$ cat config.mk
export PLATFORM = sky130hd
export DESIGN_NAME = dual_fetch_ctrl
export DESIGN_NICKNAME = d
export VERILOG_FILES = /design/src/rtl/dual_fetch_ctrl.sv
export SDC_FILE = /design/constraint.sdc
export NUM_CORES = 1
export LEC_CHECK = 0
export ABC_AREA = 1
export CORE_MARGIN = 4
export CORE_UTILIZATION = 42
export DETAILED_ROUTE_END_ITERATION = 10
export PLACE_DENSITY = 0.88
export SKIP_CTS_REPAIR_TIMING = 1
export SLEW_MARGIN = 25
export SYNTH_ARGS = -nofsm -noshare
export SYNTH_HDL_FRONTEND = slang
export SYNTH_SLANG_ARGS = --single-unit
$ cat constraint.sdc
create_clock -name clk -period 8.2 [get_ports clk]
set_input_delay 2.05 -clock clk [delete_from_list [all_inputs] [get_ports clk]]
set_output_delay 2.05 -clock clk [all_outputs]
set_load 0.005 [all_outputs]
$ cat src/rtl/dual_fetch_ctrl.sv
// dual_fetch_ctrl: dual-issue fetch sequencer owning the PC; drives the ROM address and hands tagged pairs to decode over valid/ready (ports: clk, rst_n, fetch_en, rom_addr/rom_instr1/rom_instr2, out_valid/out_valid2/out_pc/out_instr1/out_instr2/out_ready/out_single, redirect_valid/redirect_pc, stall_cnt, redirect_cnt)
module dual_fetch_ctrl #(
  parameter logic [31:0] RESET_PC  = 32'h0000_0000,
  parameter int          ROM_WORDS = 1024,
  parameter int          AW        = 10,
  parameter logic [31:0] NOP       = 32'h0000_0013
) (
  input  logic          clk,
  input  logic          rst_n,
  input  logic          fetch_en,
  output logic [AW-1:0] rom_addr,
  input  logic [31:0]   rom_instr1,
  input  logic [31:0]   rom_instr2,
  output logic          out_valid,
  output logic          out_valid2,
  output logic [31:0]   out_pc,
  output logic [31:0]   out_instr1,
  output logic [31:0]   out_instr2,
  input  logic          out_ready,
  input  logic          out_single,
  input  logic          redirect_valid,
  input  logic [31:0]   redirect_pc,
  output logic [15:0]   stall_cnt,
  output logic [15:0]   redirect_cnt
);
  typedef enum logic {EMPTY = 1'b0, HOLD = 1'b1} state_t;
  state_t state_q, state_d;
  logic [31:0] pc_q, pc_d;
  logic [AW+1:0] inc_lo;
  logic last, take;
  assign last = pc_q[AW+1:2] == AW'(ROM_WORDS - 1);
  assign out_valid = (state_q == HOLD) && !redirect_valid;
  assign out_valid2 = out_valid && !last;
  assign out_pc = pc_q;
  assign out_instr1 = out_valid ? rom_instr1 : NOP;
  assign out_instr2 = out_valid2 ? rom_instr2 : NOP;
  assign take = out_valid && out_ready;
  assign inc_lo = pc_q[AW+1:0] + ((out_single || last) ? (AW+2)'(4) : (AW+2)'(8));
  // The ROM always reads the word of the PC that will be held next cycle, so a
  // stall simply replays the same address and the pair stays stable.
  assign rom_addr = pc_d[AW+1:2];
  always_comb begin
    state_d = state_q;
    pc_d = pc_q;
    if (redirect_valid) begin
      pc_d = redirect_pc & ~32'h3;
      state_d = HOLD;
    end else if (take) begin
      pc_d = 32'(inc_lo);
      state_d = fetch_en ? HOLD : EMPTY;
    end else if (state_q == EMPTY) begin
      state_d = fetch_en ? HOLD : EMPTY;
    end
  end
  always_ff @(posedge clk or negedge rst_n) begin
    if (!rst_n) begin
      state_q <= EMPTY;
      pc_q <= RESET_PC & ~32'h3;
      stall_cnt <= '0;
      redirect_cnt <= '0;
    end else begin
      state_q <= state_d;
      pc_q <= pc_d;
      if (out_valid && !out_ready && stall_cnt != 16'hFFFF) stall_cnt <= stall_cnt + 16'd1;
      if (redirect_valid && redirect_cnt != 16'hFFFF) redirect_cnt <= redirect_cnt + 16'd1;
    end
  end
endmodule

[After elaboration in Yosys (flattened, before gate mapping)]
Cells that the tools add are included.
Storage, ports and cells
  flip-flop bits (word level): 65
  output and inout bits: 140
  word-level logic and storage cells: 31
Cells by class
  add/subtract/negate cells: 3
  equality and inequality tests: 3
  multiplexer cells: 9
  reductions and logical operators: 11
Operators by type and width (number)
  $mux 32: 4
  $add 16x1->16 const B: 2
  $ne 16x16->1 const B: 2
  $add 12x4->12: 1
  $eq 10x10->1 const B: 1
  $logic_and 1x1->1: 6
  $mux 1: 4
  $mux 4: 1
  $logic_not 1->1: 3
  $reduce_bool 2->1: 1
  $logic_or 1x1->1: 1

[Longest topological paths before layout]
Gate-level depths: netlist of run 1.
  word-level depth: 6
  depth in mapped cells: 15
  depth with buffers taken out: 14

[Worst setup path after synthesis of run 1]
OpenSTA, ideal clock, no wires.
  kind: input-to-output
  start: input out_single
  end: output rom_addr[4]
  arrival time: 3.475 ns
  slack: 2.675 ns
  cell stages on the path: 10
  path through: nor2_1 > inv_1 > ha_1 > fa_1 > inv_1 > nor3_2 > nand2_1 > nand2_1 > o21ai_0 > buf_4
Between the ends
  cells in the longest elaborated chain, start to end: 5
RTL lines
  start, declared: line 20  | input logic out_single,
  $logic_or 1x1->1: line 38  | assign inc_lo = pc_q[AW+1:0] + ((out_single || last) ? (AW+2)'(4) : (AW+2)'(8));
  $mux 4: line 38
  $add 12x4->12: line 38
  $mux 32: line 48  | end else if (take) begin
  $mux 32: line 45  | if (redirect_valid) begin
  end, declared: line 11  | output logic [AW-1:0] rom_addr,
No other way between the ends. The select of a mux whose other input is x is not followed.

[Worst setup path after layout of run 1]
  start: input redirect_valid
  end: output out_instr2[0]
Between the ends
  cells in the longest elaborated chain, start to end: 4
RTL lines
  start, declared: line 21  | input logic redirect_valid,
  $logic_not 1->1: line 32  | assign out_valid = (state_q == HOLD) && !redirect_valid;
  $logic_and 1x1->1: line 32
  $logic_and 1x1->1: line 33  | assign out_valid2 = out_valid && !last;
  $mux 32: line 36  | assign out_instr2 = out_valid2 ? rom_instr2 : NOP;
  end, declared: line 18  | output logic [31:0] out_instr2,
No other way between the ends.

==> metrics.yaml, run 1 <==
sta:
  fin_skew_ps: 15.1
  period_needed_ps: 6760
  whs_ps: 507
  slew_headroom_pct: 46.5
  slew_viol_final: 0
  grt_setup_unrepaired: "false"
  finalCritPeriodShare_pct: 82.5
  worst_pin_slew_ps: 803
  max_freq_mhz: 148
  layout_setup_ws_ps: 1440
  fin_tns_setup_ps: 0
  setup_violations: 0
  hold_violations: 0
synthesis:
  yosysMostFrequentCell: "nand2_1"
  netlist-cell-type-count: 37
  ys_top_cells_by_area: "dfrtp_1 38%, nand2_1 19%, nor2_1 8.4%, inv_1 7.9%, nand3_1 5.8%"
  synth-edff-count: 0
  yosys.area.top_type: "dfrtp_1"
  syn_inst: 610
  synth-seq-area-share_pct: 38.3
  synth_common_cells: "211 x nand2_1, 92 x nor2_1, 87 x inv_1"
  post_synth_fa_ha_maj_area_fraction_pct: 1.70
  synth-xor-area-share_pct: 4.68
  syn_avg_cell_area_um2: 6.76
  yosysWarnings: 0
  syn_area_um2: 4120
  async_flop_share_pct: 100
  synth_top_family_by_area: "simple AND/OR/NAND/NOR gates"
  muxShareOfSynthArea_pct: 0
  ys_seq_elements: 63
  synth_compound_area_share_pct: 3.01
  yosys.area.top_type_share_pct: 38.3
  synth-simple-area-share_pct: 39.0
  synth_flop_cell: "dfrtp_1"
min_path:
  min_to: "out_pc[27]"
  hold_path.class: "reg -> reg"
  hp-start: "out_pc[27]"
  whs_path_depth: 2
drt:
  antenna_left: 0
  viasPerCell: 4.73
  routed_wl_um: 14100
  wl_per_cell_um: 14.6
  num_vias: 4570
  drt-pass1-iter-count: 4
  drc: 0
  first_iter_violations: 234
final_layout:
  final_cells: 966
  nNetsFinal: 937
  utilization_pct: 71.4
  stdcell_area_um2: 6720
  drive_gt1_share_pct: 5.75
  multi_input_area_um2: 2010
  syn_to_final_growth_pct: 63.0
  register_area_um2: 1580
  num-fill-cells: 728
place:
  dp_hpwl_um: 11100
  io_buffers: 237
  place_inst: 948
  pre_cts_ws_ps: 1460
  placedInstanceArea_um2: 6470
  place_congestion: 0.884
cts:
  clockBufferDepth: 2
  htree_num_levels: 3
  cts_made_buffers: 9
  clkTransAtPathRegs_ps: 70
  clk_latency_ps: 340
  cts.sinks: 63
  cts_tree: "done"
  root_buffer: "clkbuf_8"
global_routing:
  grt.met1_usage_pct: 27.5
  use_met3_pct: 6.56
  grt_overflow: 0
  grt_busiest_layer: "met2"
  grt_pass1_vias: 4402
  grt_util_all_layers_pct: 23.9
  met2_usage_pct: 41.2
  grt_max_degree: 64
  antenna_found_initial: 2
  grt_pass1_wl_um: 21900
pwr:
  ir_drop_v: 0.000143
  finalPower_mw: 1.02
  p_leak_nw: 3.14
  power_per_cell_area_nw_per_um2: 151
critical_path:
  slowest_delay_ps: 510
  worstPathMaxFanout: 34
  worstReg2RegEnd: "out_pc[6]"
  slowest_stage: "clkdlybuf4s50_1"
  r2r_start: "out_pc[7]"
  crit_chain: "clkdlybuf4s50_1 -> clkinv_2 -> nand2_4 -> inv_1 -> o21ai_4 -> or2_2 -> clkdlybuf4s50_1"
  critPathRequiredTime_ps: 6150
  end_kind: "output pin"
  crit_arrival_ps: 4710
  startpoint_type: "input pin"
  r2r_cells: 11
  worst-setup-path-type: "in -> out"
  r2r_slack_ps: 5640
  crit_family: "buffers and inverters"
  crit_buf_inv: 4
  crit_top_cell: "clkdlybuf4s50_1"
job:
  cap_violations: 0
status:
  outcome: "complete, no violations"
floorplan:
  die_h_um: 107
  ios: 242
  core_um2: 9420
  initial_core_util_pct: 43.8
  die_w_um: 107
  fp.dieArea_um2: 11500
  fp-row-count: 35
[state kept, by name, indices dropped and copies added, names as in the netlist]
signal,flops
stall_cnt,16
redirect_cnt,16
state_q,1
out_pc,30
[logic make-up after synthesis]
| kind of cell | count (synthesis) |
|---|---|
| buffers and inverters | 121 |
| XOR/XNOR | 22 |
| AND/OR/NAND/NOR | 380 |
| flip-flops | 63 |
| adder cells (fa/ha/maj) | 5 |
| AO/OA/AOI/OAI | 18 |
| other | 1 |
[layer usage]
metal / part of all wire, % / wire length [um] / vias to the layer above
met5: 0 / 0 / -
met1: 38 / 5430 / 2107
met3: 8.2 / 1150 / 29
met2: 51 / 7150 / 188
met4: 2.8 / 390 / 0
li1: - / - / 2246
[worst reg2reg max path, delay by kind of cell (launching register included)]
kind            cells  cell delay [ps]
compound gates      1              260
fa+ha+maj           2              430
buf+inv             2              170
flops               1              470
simple gates        6             1120
[layout by cell type, fill, tap and decap left out, drive strengths merged, types with 3 or more instances in the layout]
cell           count
nand2            218
nor3               3
o21ai             12
xor2              11
buf                3
nor2              98
ha                 4
a21oi              3
dfrtp             63
or2                7
nand4              3
clkbuf            12
inv               89
xnor2             11
clkdlybuf4s50    236
nand3             49
[layout make-up]
| type | count | share of cell area [%] |
|---|---|---|
| Clock inverter | 4 | 1.14 |
| Clock buffer | 12 | 2.46 |
| Antenna cell | 2 | 0.0745 |
| Tap cell | 129 | 2.40 |
| Inverter | 90 | 5.08 |
| Multi-Input combinational cell | 427 | 29.9 |
| Sequential cell | 63 | 23.5 |
| Timing Repair Buffer | 239 | 35.5 |
[how the worst max path moves through the flow]
stage / from / endpoint / slack, ps / cells after the start
floorplan: out_single / rom_addr[4] / 2670 / 10
global placement: redirect_valid / out_instr2[0] / 1410 / 7
detailed placement: redirect_valid / out_instr2[0] / 1460 / 7
CTS: redirect_valid / out_instr2[0] / 1450 / 7
global route: redirect_valid / out_instr2[0] / 1240 / 7
finish: redirect_valid / out_instr2[0] / 1440 / 7
[where the power goes]
group          internal, mW  total (mW)  switching (mW)
Clock                 0.197       0.323           0.127
Sequential            0.345       0.390          0.0454
Combinational         0.181       0.304           0.123
(Power assumes the default switching activity.)
==> inputs of run 2 (changes only) <==
--- a/config.mk
+++ b/config.mk
@@ -7,9 +7,9 @@
 export LEC_CHECK = 0
 export ABC_AREA = 1
 export CORE_MARGIN = 4
-export CORE_UTILIZATION = 42
+export CORE_UTILIZATION = 39
 export DETAILED_ROUTE_END_ITERATION = 10
-export PLACE_DENSITY = 0.88
+export PLACE_DENSITY = 0.83
 export SKIP_CTS_REPAIR_TIMING = 1
 export SLEW_MARGIN = 25
 export SYNTH_ARGS = -nofsm -noshare
==> constraint.sdc (replaced) <==
create_clock -name clk -period 6.95 [get_ports clk]
set_input_delay 1.7375 -clock clk [delete_from_list [all_inputs] [get_ports clk]]
set_output_delay 1.7375 -clock clk [all_outputs]
set_load 0.005 [all_outputs]
==> metrics.yaml, run 2 (synthesis gave the netlist of run 1 again) <==
floorplan:
  ios: 242  # unchanged
  die_w_um: 111  # +3.5%
  fp.dieArea_um2: 12300  # +7.1%
  die_h_um: 111  # +3.5%
  initial_core_util_pct: 39.9  # -3.9 points
  fp-row-count: 37  # +5.7%
  core_um2: 10300  # +9.6%
min_path:
  hold_path.class: "reg -> reg"
sta:
  slew_viol_final: 0  # unchanged
  fin_tns_setup_ps: 0  # unchanged
  whs_ps: 504  # -3.48 ps
  fin_skew_ps: 12.4  # -2.70 ps
  max_freq_mhz: 164
  worst_pin_slew_ps: 794  # -8.95 ps
  grt_setup_unrepaired: "false"
  finalCritPeriodShare_pct: 87.6
  slew_headroom_pct: 47.1  # +0.60 points
  setup_violations: 0  # unchanged
  period_needed_ps: 6090
  hold_violations: 0  # unchanged
place:
  place_congestion: 0.840  # -5.0%
  dp_hpwl_um: 10200  # -8.0%
  io_buffers: 237  # unchanged
  place_inst: 956  # +0.84%
cts:
  clockBufferDepth: 2  # unchanged
  root_buffer: "clkbuf_8"
  cts_tree: "done"
  cts.sinks: 63  # unchanged
  clkTransAtPathRegs_ps: 70  # about the same
  cts_made_buffers: 9  # unchanged
  htree_num_levels: 3  # unchanged
  clk_latency_ps: 350  # about the same
drt:
  drc: 0  # unchanged
  wl_per_cell_um: 13.5  # -7.4%
  first_iter_violations: 227  # -3.0%
  antenna_left: 0  # unchanged
  num_vias: 4443  # -2.8%
  drt-pass1-iter-count: 4  # unchanged
  viasPerCell: 4.57  # -3.4%
  routed_wl_um: 13200  # -6.8%
pwr:
  power_per_cell_area_nw_per_um2: 165  # +9.3%
  ir_drop_v: 0.000148  # +3.3%
  p_leak_nw: 3.10  # -1.2%
global_routing:
  grt_max_degree: 64  # unchanged
  grt_pass1_wl_um: 21500  # -1.9%
  antenna_found_initial: 0  # -2
  grt_overflow: 0  # unchanged
  grt_util_all_layers_pct: 21.1  # -2.7 points
  grt_pass1_vias: 4149  # -5.7%
status:
  outcome: "complete, no violations"
critical_path:
  worst-setup-path-type: "in -> out"
  crit_family: "buffers and inverters"
  slowest_delay_ps: 510  # about the same
  critPathRequiredTime_ps: 5210  # -940 ps
  crit_chain: "clkdlybuf4s50_1 -> clkinv_2 -> nand2_4 -> inv_1 -> o21ai_2 -> buf_4 -> or2_2 -> clkdlybuf4s50_1"
  cp.depth: 8  # +1
  crit_buf_inv: 5  # +1
  end_kind: "output pin"
  critPathCapture: "out_instr2[0]"
  slowest_stage: "clkdlybuf4s50_1"
  crit_top_cell: "clkdlybuf4s50_1"
  crit_arrival_ps: 4350  # -360 ps
  r2r_cells: 12  # +1
  r2r_slack_ps: 4540  # -1100 ps
  worstReg2RegEnd: "out_pc[10]"
  worstPathMaxFanout: 34  # unchanged
  startpoint_type: "input pin"
  startpoint: "redirect_valid"
  r2r_start: "out_pc[8]"
job:
  cap_violations: 0  # unchanged
final_layout:
  nNetsFinal: 938  # +0.11%
  final_cells: 972  # +0.62%
  final_common_cell: "clkdlybuf4s50_1"
  drive_gt1_share_pct: 5.86  # +0.11 points
  largest_reg_flops: 30  # unchanged
  final_cell_mix: "236 x clkdlybuf4s50_1, 211 x nand2_1, 92 x nor2_1"
  syn_to_final_growth_pct: 61.4
  antennaDiodeCount: 0  # -2
==> run 2: cell count changes in the layout (fill, tap and decap cells not counted) <==
| cell | previous run | this run |
|---|---|---|
| clkbuf_8 | 12 | 9 |
| clkinvlp_4 | 1 | 4 |
| bufinv_16 | 2 | 0 |
| clkinv_2 | 1 | 3 |
| diode_2 | 2 | 0 |
| buf_4 | 2 | 3 |
| clkinv_4 | 1 | 0 |
| inv_6 | 0 | 1 |
| o21ai_2 | 0 | 1 |
| o21ai_4 | 2 | 1 |
==> run 2: worst register-to-register path: cells and delay by family, from the launching register on <==
family	cells	cell delay (ps)
fa+ha+maj	2	420
flops	1	440
buf+inv	3	230
simple gates	7	1180
==> run 2: layout make-up <==
type	count	area [um^2]
Fill cell	886	3670
Timing Repair Buffer	240	2390
Inverter	90	342
Clock inverter	7	48.8
Multi-Input combinational cell	427	2000
Tap cell	136	170
Clock buffer	9	124
Sequential cell	63	1580
==> run 2: layer usage <==
metal | wire (um) | global-route usage [%]
met1 | 5370 | 24.7
met2 | 6460 | 36.8
met3 | 1100 | 7.04
met4 | 229 | 5.99
met5 | 0 | 0
==> run 2: metrics by stage <==
| step | worst slack [ps] | power, mW | area, um^2 | util, % |
|---|---|---|---|---|
| after floorplan | 2050 | 0.598 | 4130 | - |
| after global placement | 864 | 0.816 | 6480 | 62.8 |
| after detailed placement | 832 | 0.822 | 6480 | 62.8 |
| after CTS | 842 | 1.12 | 6650 | 64.5 |
| after global routing | 647 | 1.17 | 6650 | 64.5 |
| final | 863 | 1.10 | 6650 | 64.5 |
==> run 2: how the worst min path moves through the flow <==
stage                     slack (ps)    endpoint        from  depth (start not counted)
after global routing             530  out_pc[13]  out_pc[13]                          2
after floorplan                  490  out_pc[12]  out_pc[12]                          2
after CTS                        510  out_pc[15]  out_pc[15]                          2
final                            500  out_pc[20]  out_pc[20]                          2
after global placement           480  out_pc[15]  out_pc[15]                          2
after detailed placement         490  out_pc[15]  out_pc[15]                          2
==> run 2: power breakdown <==
| part | internal (mW) | total, mW | switching [mW] |
|---|---|---|---|
| sequential | 0.407 | 0.459 | 0.0524 |
| combinational | 0.213 | 0.354 | 0.141 |
| clock | 0.129 | 0.288 | 0.159 |
